--- config.mk ---
export PLATFORM = sky130hd
export DESIGN_NAME = pipe_stage_reg
export DESIGN_NICKNAME = d
export VERILOG_FILES = /design/src/rtl/pipe_pkg.sv /design/src/rtl/sat_counter.sv /design/src/rtl/pipe_stage_reg.sv
export SDC_FILE = /design/constraint.sdc
export NUM_CORES = 1
export LEC_CHECK = 0
export CORE_MARGIN = 2
export CORE_UTILIZATION = 45
export DETAILED_ROUTE_END_ITERATION = 16
export PLACE_DENSITY = 0.73
export SETUP_SLACK_MARGIN = 0.4
export SYNTH_ARGS = -nofsm -noshare
export SYNTH_HDL_FRONTEND = slang
export SYNTH_SLANG_ARGS = --single-unit
export TNS_END_PERCENT = 10
--- constraint.sdc ---
create_clock -name clk -period 47.3 [get_ports clk]
set_input_delay 9.46 -clock clk [delete_from_list [all_inputs] [get_ports clk]]
set_output_delay 9.46 -clock clk [all_outputs]
set_load 0.05 [all_outputs]
--- src/rtl/pipe_pkg.sv ---
// Shared types for the RISC-V inter-stage pipeline registers: control/data
// bundle layouts, their widths, and the skid-buffer occupancy encoding.
package pipe_pkg;

  typedef struct packed {
    logic       alu_src;
    logic       mem_to_reg;
    logic       reg_write;
    logic       mem_read;
    logic       mem_write;
    logic [1:0] alu_op;
  } ctrl_t;

  typedef struct packed {
    logic [63:0] rs1_data;
    logic [63:0] rs2_data;
    logic [63:0] imm;
    logic [4:0]  rs1;
    logic [4:0]  rs2;
    logic [4:0]  rd;
    logic [63:0] pc;
  } id_ex_data_t;

  localparam int CTRL_BUNDLE_W = $bits(ctrl_t);
  localparam int DATA_BUNDLE_W = $bits(id_ex_data_t);

  typedef enum logic [1:0] {
    EMPTY = 2'd0,
    ONE   = 2'd1,
    TWO   = 2'd2
  } state_t;

endpackage

--- src/rtl/sat_counter.sv ---
// Saturating up-counter with synchronous clear; clear wins over increment.
module sat_counter #(
  parameter int CNT_W = 16
) (
  input  logic             clk,
  input  logic             rst,
  input  logic             inc,
  input  logic             clr,
  output logic [CNT_W-1:0] count
);

  // NOTE: sequential state uses non-blocking (<=) so all flops sample pre-edge values.
  always_ff @(posedge clk or posedge rst) begin
    if (rst) begin
      count <= '0;
    end else if (clr) begin
      count <= '0;
    end else if (inc && (count != {CNT_W{1'b1}})) begin
      count <= count + CNT_W'(1);
    end
  end

endmodule

--- src/rtl/pipe_stage_reg.sv ---
// Generic valid/ready pipeline stage register with optional 2-entry skid
// buffer, flush-to-bubble and a saturating bubble-cycle counter.
module pipe_stage_reg
  import pipe_pkg::*;
#(
  parameter int CTRL_W = CTRL_BUNDLE_W,
  parameter int DATA_W = DATA_BUNDLE_W,
  parameter bit SKID   = 1'b1,
  parameter int CNT_W  = 16
) (
  input  logic              clk,
  input  logic              rst,
  input  logic              in_valid,
  output logic              in_ready,
  input  logic [CTRL_W-1:0] in_ctrl,
  input  logic [DATA_W-1:0] in_data,
  output logic              out_valid,
  input  logic              out_ready,
  output logic [CTRL_W-1:0] out_ctrl,
  output logic [DATA_W-1:0] out_data,
  input  logic              flush,
  output logic [CNT_W-1:0]  bubble_cnt,
  input  logic              clr_cnt
);

  logic              head_vld;
  logic [CTRL_W-1:0] head_ctrl;
  logic [DATA_W-1:0] head_data;
  logic              in_xfer;
  logic              out_xfer;

  assign in_xfer   = in_valid && in_ready;
  assign out_xfer  = head_vld && out_ready;
  assign out_valid = head_vld;
  // Dropped or stale entries must never look like live control downstream.
  assign out_ctrl  = head_vld ? head_ctrl : '0;
  assign out_data  = head_data;

  generate
    if (SKID == 1'b0) begin : g_single
      // Combinational pass-through: a draining head frees the slot this cycle.
      assign in_ready = !flush && (!head_vld || out_ready);

      always_ff @(posedge clk or posedge rst) begin
        if (rst) begin
          head_vld <= 1'b0;
        end else if (flush) begin
          head_vld <= 1'b0;
        end else if (in_xfer) begin
          head_vld <= 1'b1;
        end else if (out_xfer) begin
          head_vld <= 1'b0;
        end
      end

      // NOTE: payload flops are reset because out_data must read zero out of reset.
      always_ff @(posedge clk or posedge rst) begin
        if (rst) begin
          head_ctrl <= '0;
          head_data <= '0;
        end else if (in_xfer) begin
          head_ctrl <= in_ctrl;
          head_data <= in_data;
        end
      end
    end else begin : g_skid
      state_t            state_q;
      state_t            state_d;
      logic [CTRL_W-1:0] skid_ctrl;
      logic [DATA_W-1:0] skid_data;

      // Ready comes only from flops, breaking the cross-stage ready chain.
      assign in_ready = !flush && (state_q != TWO);
      assign head_vld = (state_q != EMPTY);

      always_ff @(posedge clk or posedge rst) begin
        if (rst) begin
          state_q <= EMPTY;
        end else begin
          state_q <= state_d;
        end
      end

      // NOTE: next-state gets a default first so no path can infer a latch.
      always_comb begin
        state_d = state_q;
        if (flush) begin
          state_d = EMPTY;
        end else begin
          unique case (state_q)
            EMPTY: if (in_xfer) state_d = ONE;
            ONE: begin
              if (in_xfer && !out_xfer)      state_d = TWO;
              else if (!in_xfer && out_xfer) state_d = EMPTY;
            end
            TWO:     if (out_xfer) state_d = ONE;
            default: state_d = EMPTY;
          endcase
        end
      end

      // Head only changes on a transfer, so a stalled output stays stable.
      always_ff @(posedge clk or posedge rst) begin
        if (rst) begin
          head_ctrl <= '0;
          head_data <= '0;
          skid_ctrl <= '0;
          skid_data <= '0;
        end else if (!flush) begin
          if ((state_q == EMPTY && in_xfer) || (state_q == ONE && in_xfer && out_xfer)) begin
            head_ctrl <= in_ctrl;
            head_data <= in_data;
          end else if (state_q == ONE && in_xfer) begin
            skid_ctrl <= in_ctrl;
            skid_data <= in_data;
          end else if (state_q == TWO && out_xfer) begin
            head_ctrl <= skid_ctrl;
            head_data <= skid_data;
          end
        end
      end
    end
  endgenerate

  sat_counter #(
    .CNT_W(CNT_W)
  ) u_bubble_cnt (
    .clk  (clk),
    .rst  (rst),
    .inc  (!head_vld),
    .clr  (clr_cnt),
    .count(bubble_cnt)
  );

endmodule

Word-level counts from Yosys, hierarchy flattened:

Index checks and enable logic that the tools add are counted.
W data, S select, Z words.

* bits in registers: 574
* logic and storage cells: 54
* output and inout port bits: 296
* bits of input ports: 284

* reductions and logical operators: 22
* equal/unequal tests: 8
* add/sub/neg operators: 1
* bitwise gates (word level): 2
* muxes and demuxes: 15

Operator list (count)
* $mux W271: 3
* $mux W16: 2
* $mux W7: 4
* $add A16 B1 Y16 const B: 1
* $ne A16 B16 Y1 const B: 1
* $logic_and A1 B1 Y1: 10
* $mux W2: 5
* $reduce_and A3 Y1: 3
* $ne A3 B3 Y1 const B: 2
* $pmux W2 S3: 1
* $reduce_bool A2 Y1: 3
* $logic_not A1 Y1: 4
* $ne A4 B4 Y1 const B: 1
* $eq A2 B1 Y1 const B: 1
* $eq A2 B2 Y1 const B: 1
* $logic_not A2 Y1: 1
* $ne A2 B1 Y1 const B: 1
* $ne A2 B2 Y1 const B: 1
* $not A1 Y1: 2
* $logic_or A1 B1 Y1: 1

Longest topological paths before layout:

* depth after elaboration: 9
* mapped depth: 6

By module:

From an unflattened synthesis, not the netlist that was laid out.

* cell total of the unflattened synthesis: 1612
* area, all modules: 24882.6 sq um

By module, submodules not included
* pipe_stage_reg: sequential area each 13963.4 sq um, cells an instance 1511, area an instance 23950.5 sq um, instances 1
* sat_counter: sequential area each 400.4 sq um, cells an instance 101, area an instance 932.1 sq um, instances 1

Least setup slack after synthesis:

No wires, ideal clock.

* path kind: in2out
* start: input flush
* end: output in_ready
* cell stages on the path: 1
* data required time: 37.840 ns
* arrival: 10.114 ns
* setup slack: 27.726 ns
* cell sequence: nor2_1

* longest elaborated chain between the ends: 2

Ends and longest elaborated chain
* from (decl): line pipe_stage_reg.sv:21 `input logic flush,`
* $logic_not A1 Y1
* $logic_and A1 B1 Y1: line pipe_stage_reg.sv:73 `assign in_ready = !flush && (state_q != TWO);`
* to (decl): line pipe_stage_reg.sv:14 `output logic in_ready,`

No other way between the ends.

Final worst setup path:

Ends and elaborated chain as after synthesis.

==> metrics.txt <==
# TYPE chip_impl_metric gauge
chip_impl_info{name="status",value="complete, no violations"} 1
chip_impl_metric{name="reg2reg_setup_slack",unit="ps"} 43230
chip_impl_metric{name="dieWidth",unit="µm"} 239
chip_impl_metric{name="max_clock_freq",unit="MHz"} 48.9
chip_impl_metric{name="grt_first_pass_wirelength",unit="µm"} 93300
chip_impl_metric{name="postCtsResizedCells",unit=""} 0
chip_impl_metric{name="synth_compound_gate_area_share",unit=""} 0.00751
chip_impl_info{name="combinational_family_with_the_most_area_after_synthesis",value="multiplexers"} 1
chip_impl_metric{name="leakagePower",unit="nW"} 14.3
chip_impl_metric{name="path_clk_slew",unit="ps"} 60
chip_impl_metric{name="postCtsSetupBuffers",unit=""} 0
chip_impl_info{name="hold_path_class",value="register to register"} 1
chip_impl_metric{name="drt.antenna.violating_nets",unit=""} 0
chip_impl_metric{name="post_synth_mux_area_share",unit=""} 0.380
chip_impl_metric{name="global_route.usage.total",unit=""} 0.210
chip_impl_metric{name="postSynthRegisterBits",unit=""} 574
chip_impl_metric{name="cts_buffer_depth",unit=""} 3
chip_impl_info{name="critPathMostFrequentCell",value="clkdlybuf4s50_1"} 1
chip_impl_metric{name="max_stage_delay",unit="ps"} 820
chip_impl_metric{name="floorplan.die_area",unit="mm²"} 0.0571
chip_impl_info{name="critical_path.cell_chain",value="clkdlybuf4s50_1, nor2_1, clkdlybuf4s50_1"} 1
chip_impl_metric{name="clock_latency",unit="ps"} 610
chip_impl_metric{name="final-setup-viol-count",unit=""} 0
chip_impl_metric{name="syn_nets",unit=""} 1889
chip_impl_metric{name="io_buffer_count",unit=""} 579
chip_impl_metric{name="synth_xor_xnor_area_share",unit=""} 0
chip_impl_metric{name="yosys.area_share.simple",unit=""} 0.0144
chip_impl_metric{name="drv_cap",unit=""} 0
chip_impl_info{name="layout.cells.most_common",value="mux2_2"} 1
chip_impl_info{name="netlist_top_cells_area",value="dfrtp_1 58%, mux2_2 37%, buf_2 1.7%"} 1
chip_impl_metric{name="p_clk_frac",unit=""} 0.233
chip_impl_metric{name="yosysUniqueCellTypes",unit=""} 34
chip_impl_metric{name="synth_top_cell_area_share",unit=""} 0.578
chip_impl_metric{name="synth_enable_flop_cells",unit=""} 0
chip_impl_metric{name="power.switching_fraction",unit=""} 0.372
chip_impl_metric{name="preCtsSetupSlack",unit="ps"} 26890
chip_impl_metric{name="wl_per_cell",unit="µm"} 20.9
chip_impl_metric{name="net-switching-power",unit="mW"} 0.756
chip_impl_metric{name="regArea",unit="mm²"} 0.0144
chip_impl_metric{name="cts.sink_count",unit=""} 574
chip_impl_metric{name="synth_area",unit="mm²"} 0.0248
chip_impl_info{name="leading_cell_types_in_the_layout_fill_and_taps_excluded",value="822 x mux2_2, 579 x clkdlybuf4s50_1, 574 x dfrtp_1"} 1
chip_impl_info{name="yosys_most_used_dff",value="dfrtp_1"} 1
chip_impl_metric{name="power.ir.vdd_worst",unit="V"} 0.0000381
chip_impl_metric{name="tns",unit="ps"} 0
chip_impl_metric{name="worstPathArrival",unit="ps"} 10970
chip_impl_metric{name="area_growth_syn_to_layout",unit="%"} 33.8
chip_impl_metric{name="seq_power_share",unit=""} 0.360
chip_impl_metric{name="multi_input_gate_area",unit="mm²"} 0.0100
chip_impl_metric{name="power_density",unit="mW/mm²"} 61.2
chip_impl_metric{name="count_of_unresolved_drc_violations_after_routing",unit=""} 0
chip_impl_info{name="cts-root-buf",value="clkbuf_16"} 1
chip_impl_metric{name="drt-vias-per-instance",unit=""} 5.25
chip_impl_metric{name="drive_above_1_share",unit=""} 0.425
chip_impl_metric{name="grt_start_max_net_pins",unit=""} 185
chip_impl_metric{name="layout.cells.non_filler",unit=""} 2923
chip_impl_metric{name="worst_slew_pin_slew",unit="ps"} 1140
chip_impl_metric{name="firstDrtPassIters",unit=""} 4
chip_impl_info{name="crit_path_start",value="flush"} 1
chip_impl_metric{name="global_route.overflow_total",unit=""} 0
chip_impl_metric{name="nets",unit=""} 2448
chip_impl_metric{name="cts.hold.buffers_added",unit=""} 0
chip_impl_metric{name="die_height",unit="µm"} 239
chip_impl_info{name="worstSetupEndpointType",value="output pin"} 1
chip_impl_metric{name="via_count_of_the_first_global_routing_pass",unit=""} 16400
chip_impl_metric{name="synth-async-reset-ratio",unit=""} 1.00
chip_impl_metric{name="floorplan.rows",unit=""} 86
chip_impl_info{name="hold_path_startpoint",value="g_skid.skid_data[214]"} 1
chip_impl_info{name="synthDominantAreaCellType",value="dfrtp_1"} 1
chip_impl_info{name="crit_slowest_cell",value="clkdlybuf4s50_1"} 1
chip_impl_metric{name="start_util",unit=""} 0.453
chip_impl_metric{name="synth.avg_cell_area",unit="µm²"} 15.5
chip_impl_metric{name="violation_count_after_the_first_detailed_route_iteration",unit=""} 622
chip_impl_metric{name="finalWorstPathRequiredPeriod",unit="ps"} 20430
chip_impl_metric{name="final_hold_viol_count",unit=""} 0
chip_impl_metric{name="routabilityCongestion",unit=""} 0.767
chip_impl_metric{name="finalCritPeriodShare",unit=""} 0.432
chip_impl_metric{name="finalMaxSlewViolations",unit=""} 0
chip_impl_metric{name="dr_total_vias",unit=""} 15300
chip_impl_metric{name="cp.required",unit="ps"} 37840
chip_impl_info{name="setup_repair_after_global_routing_missed_its_margin",value="false"} 1
chip_impl_metric{name="yosys_warnings",unit=""} 0
chip_impl_metric{name="detailed_place_hpwl",unit="µm"} 41200
chip_impl_metric{name="fin_skew",unit="ps"} 18.4
chip_impl_metric{name="boundaryPins",unit=""} 580
chip_impl_metric{name="internal_power",unit="mW"} 1.28
chip_impl_metric{name="crit_path_max_fanout",unit=""} 5
chip_impl_metric{name="synthAdderAreaFrac",unit=""} 0.000504
chip_impl_metric{name="cts-buffers-inserted",unit=""} 60
chip_impl_metric{name="fin_ws",unit="ps"} 26870
chip_impl_metric{name="syn-instance-count",unit=""} 1604
chip_impl_info{name="clock_tree_from_tritoncts",value="done"} 1
chip_impl_metric{name="core_area",unit="mm²"} 0.0549
chip_impl_metric{name="synth_seq_area_share",unit=""} 0.578
chip_impl_metric{name="grt_antenna_before_repair",unit=""} 15
chip_impl_metric{name="final.fill_count",unit=""} 4230
chip_impl_metric{name="maxSlewHeadroom",unit=""} 0.243
chip_impl_info{name="worstSetupStartpointType",value="primary input"} 1
chip_impl_metric{name="cts.htree.levels",unit=""} 2
chip_impl_metric{name="placed_cells_incl_taps",unit=""} 2805
chip_impl_info{name="worstSetupPathType",value="primary input to output pin"} 1
chip_impl_metric{name="totalWireLength",unit="µm"} 61200
chip_impl_info{name="reg_to_reg_critical_path_startpoint",value="g_skid.state_q[0]"} 1
chip_impl_metric{name="power.combinational.fraction",unit=""} 0.407
-- area by class of cell --
type,instances,area share
inverter,6,0.000903
clock inverter,21,0.00629
sequential,574,0.432
multi-input combinational,930,0.301
antenna,10,0.000753
timing repair buffer,591,0.178
tap,704,0.0265
clock buffer,87,0.0540
-- logic make-up (layout without fill, tap and decap cells) --
family / Yosys count / count (layout)
fa+ha+maj: 1 / 1
simple gates: 61 / 61
mux: 838 / 838
compound gates: 30 / 30
buf+inv: 100 / 705
flops: 574 / 574
other cells: 0 / 10
-- layer usage --
metal | wire length (µm) | global-route usage | vias to the layer above
met2 | 30500 | 0.355 | 426
li1 | - | - | 6933
met4 | 2020 | 0.0837 | 10
met1 | 23300 | 0.239 | 7855
met5 | 54 | 0 | -
met3 | 5300 | 0.0796 | 117
-- registers in the layout, summed over array words and instances, names as in the netlist --
signal	cells
g_skid.skid_data	271
g_skid.skid_ctrl	7
head_ctrl	7
g_skid.state_q	2
out_data	271
u_bubble_cnt.count	16
-- cells in the mapped netlist, drive strengths merged, types with 4 or more instances --
library cell / instances
nor2: 10
and2: 9
a21oi: 15
or4: 6
nor3: 4
buf: 88
dfrtp: 574
nor2b: 5
nand4: 6
mux2: 837
clkbuf: 6
nand2: 5
nand3: 4
inv: 6
nand2b: 4
o31ai: 6
-- power groups by stage --
stage	registers, mW	logic, mW	clock network, mW
after floorplan	1.05	0.228	0
after global placement	0.727	0.822	0
after detailed placement	0.740	0.834	0
after CTS	0.733	0.836	0.487
after global routing	0.753	0.863	0.506
final	0.732	0.829	0.474
-- critical path, delay by kind of cell --
| family | cells | cell delay [ps] |
|---|---|---|
| simple gates | 1 | 160 |
| buf+inv | 2 | 1350 |
-- final timing paths --
check | to | cells after the start
setup / recovery | in_ready | 3
setup reg to reg | out_data[61] | 6
hold / removal | g_skid.skid_data[214] | 1
max in group asynchronous | g_skid.skid_data[217] | 4
hold reg to reg | g_skid.skid_data[214] | 1
min in group asynchronous | out_data[56] | 2
-- through the flow --
stage                     area, µm²   util  hold slack [ps]  power (mW)
after detailed placement      31200  0.569              488        1.57
after global placement        31200  0.569              481        1.55
after global routing          33200  0.606              511        2.12
after floorplan               24800      -              472        1.28
after CTS                     33200  0.605              503        2.06
final                         33200  0.606              499        2.03
No activity file was read; power rests on OpenSTA's default activity.
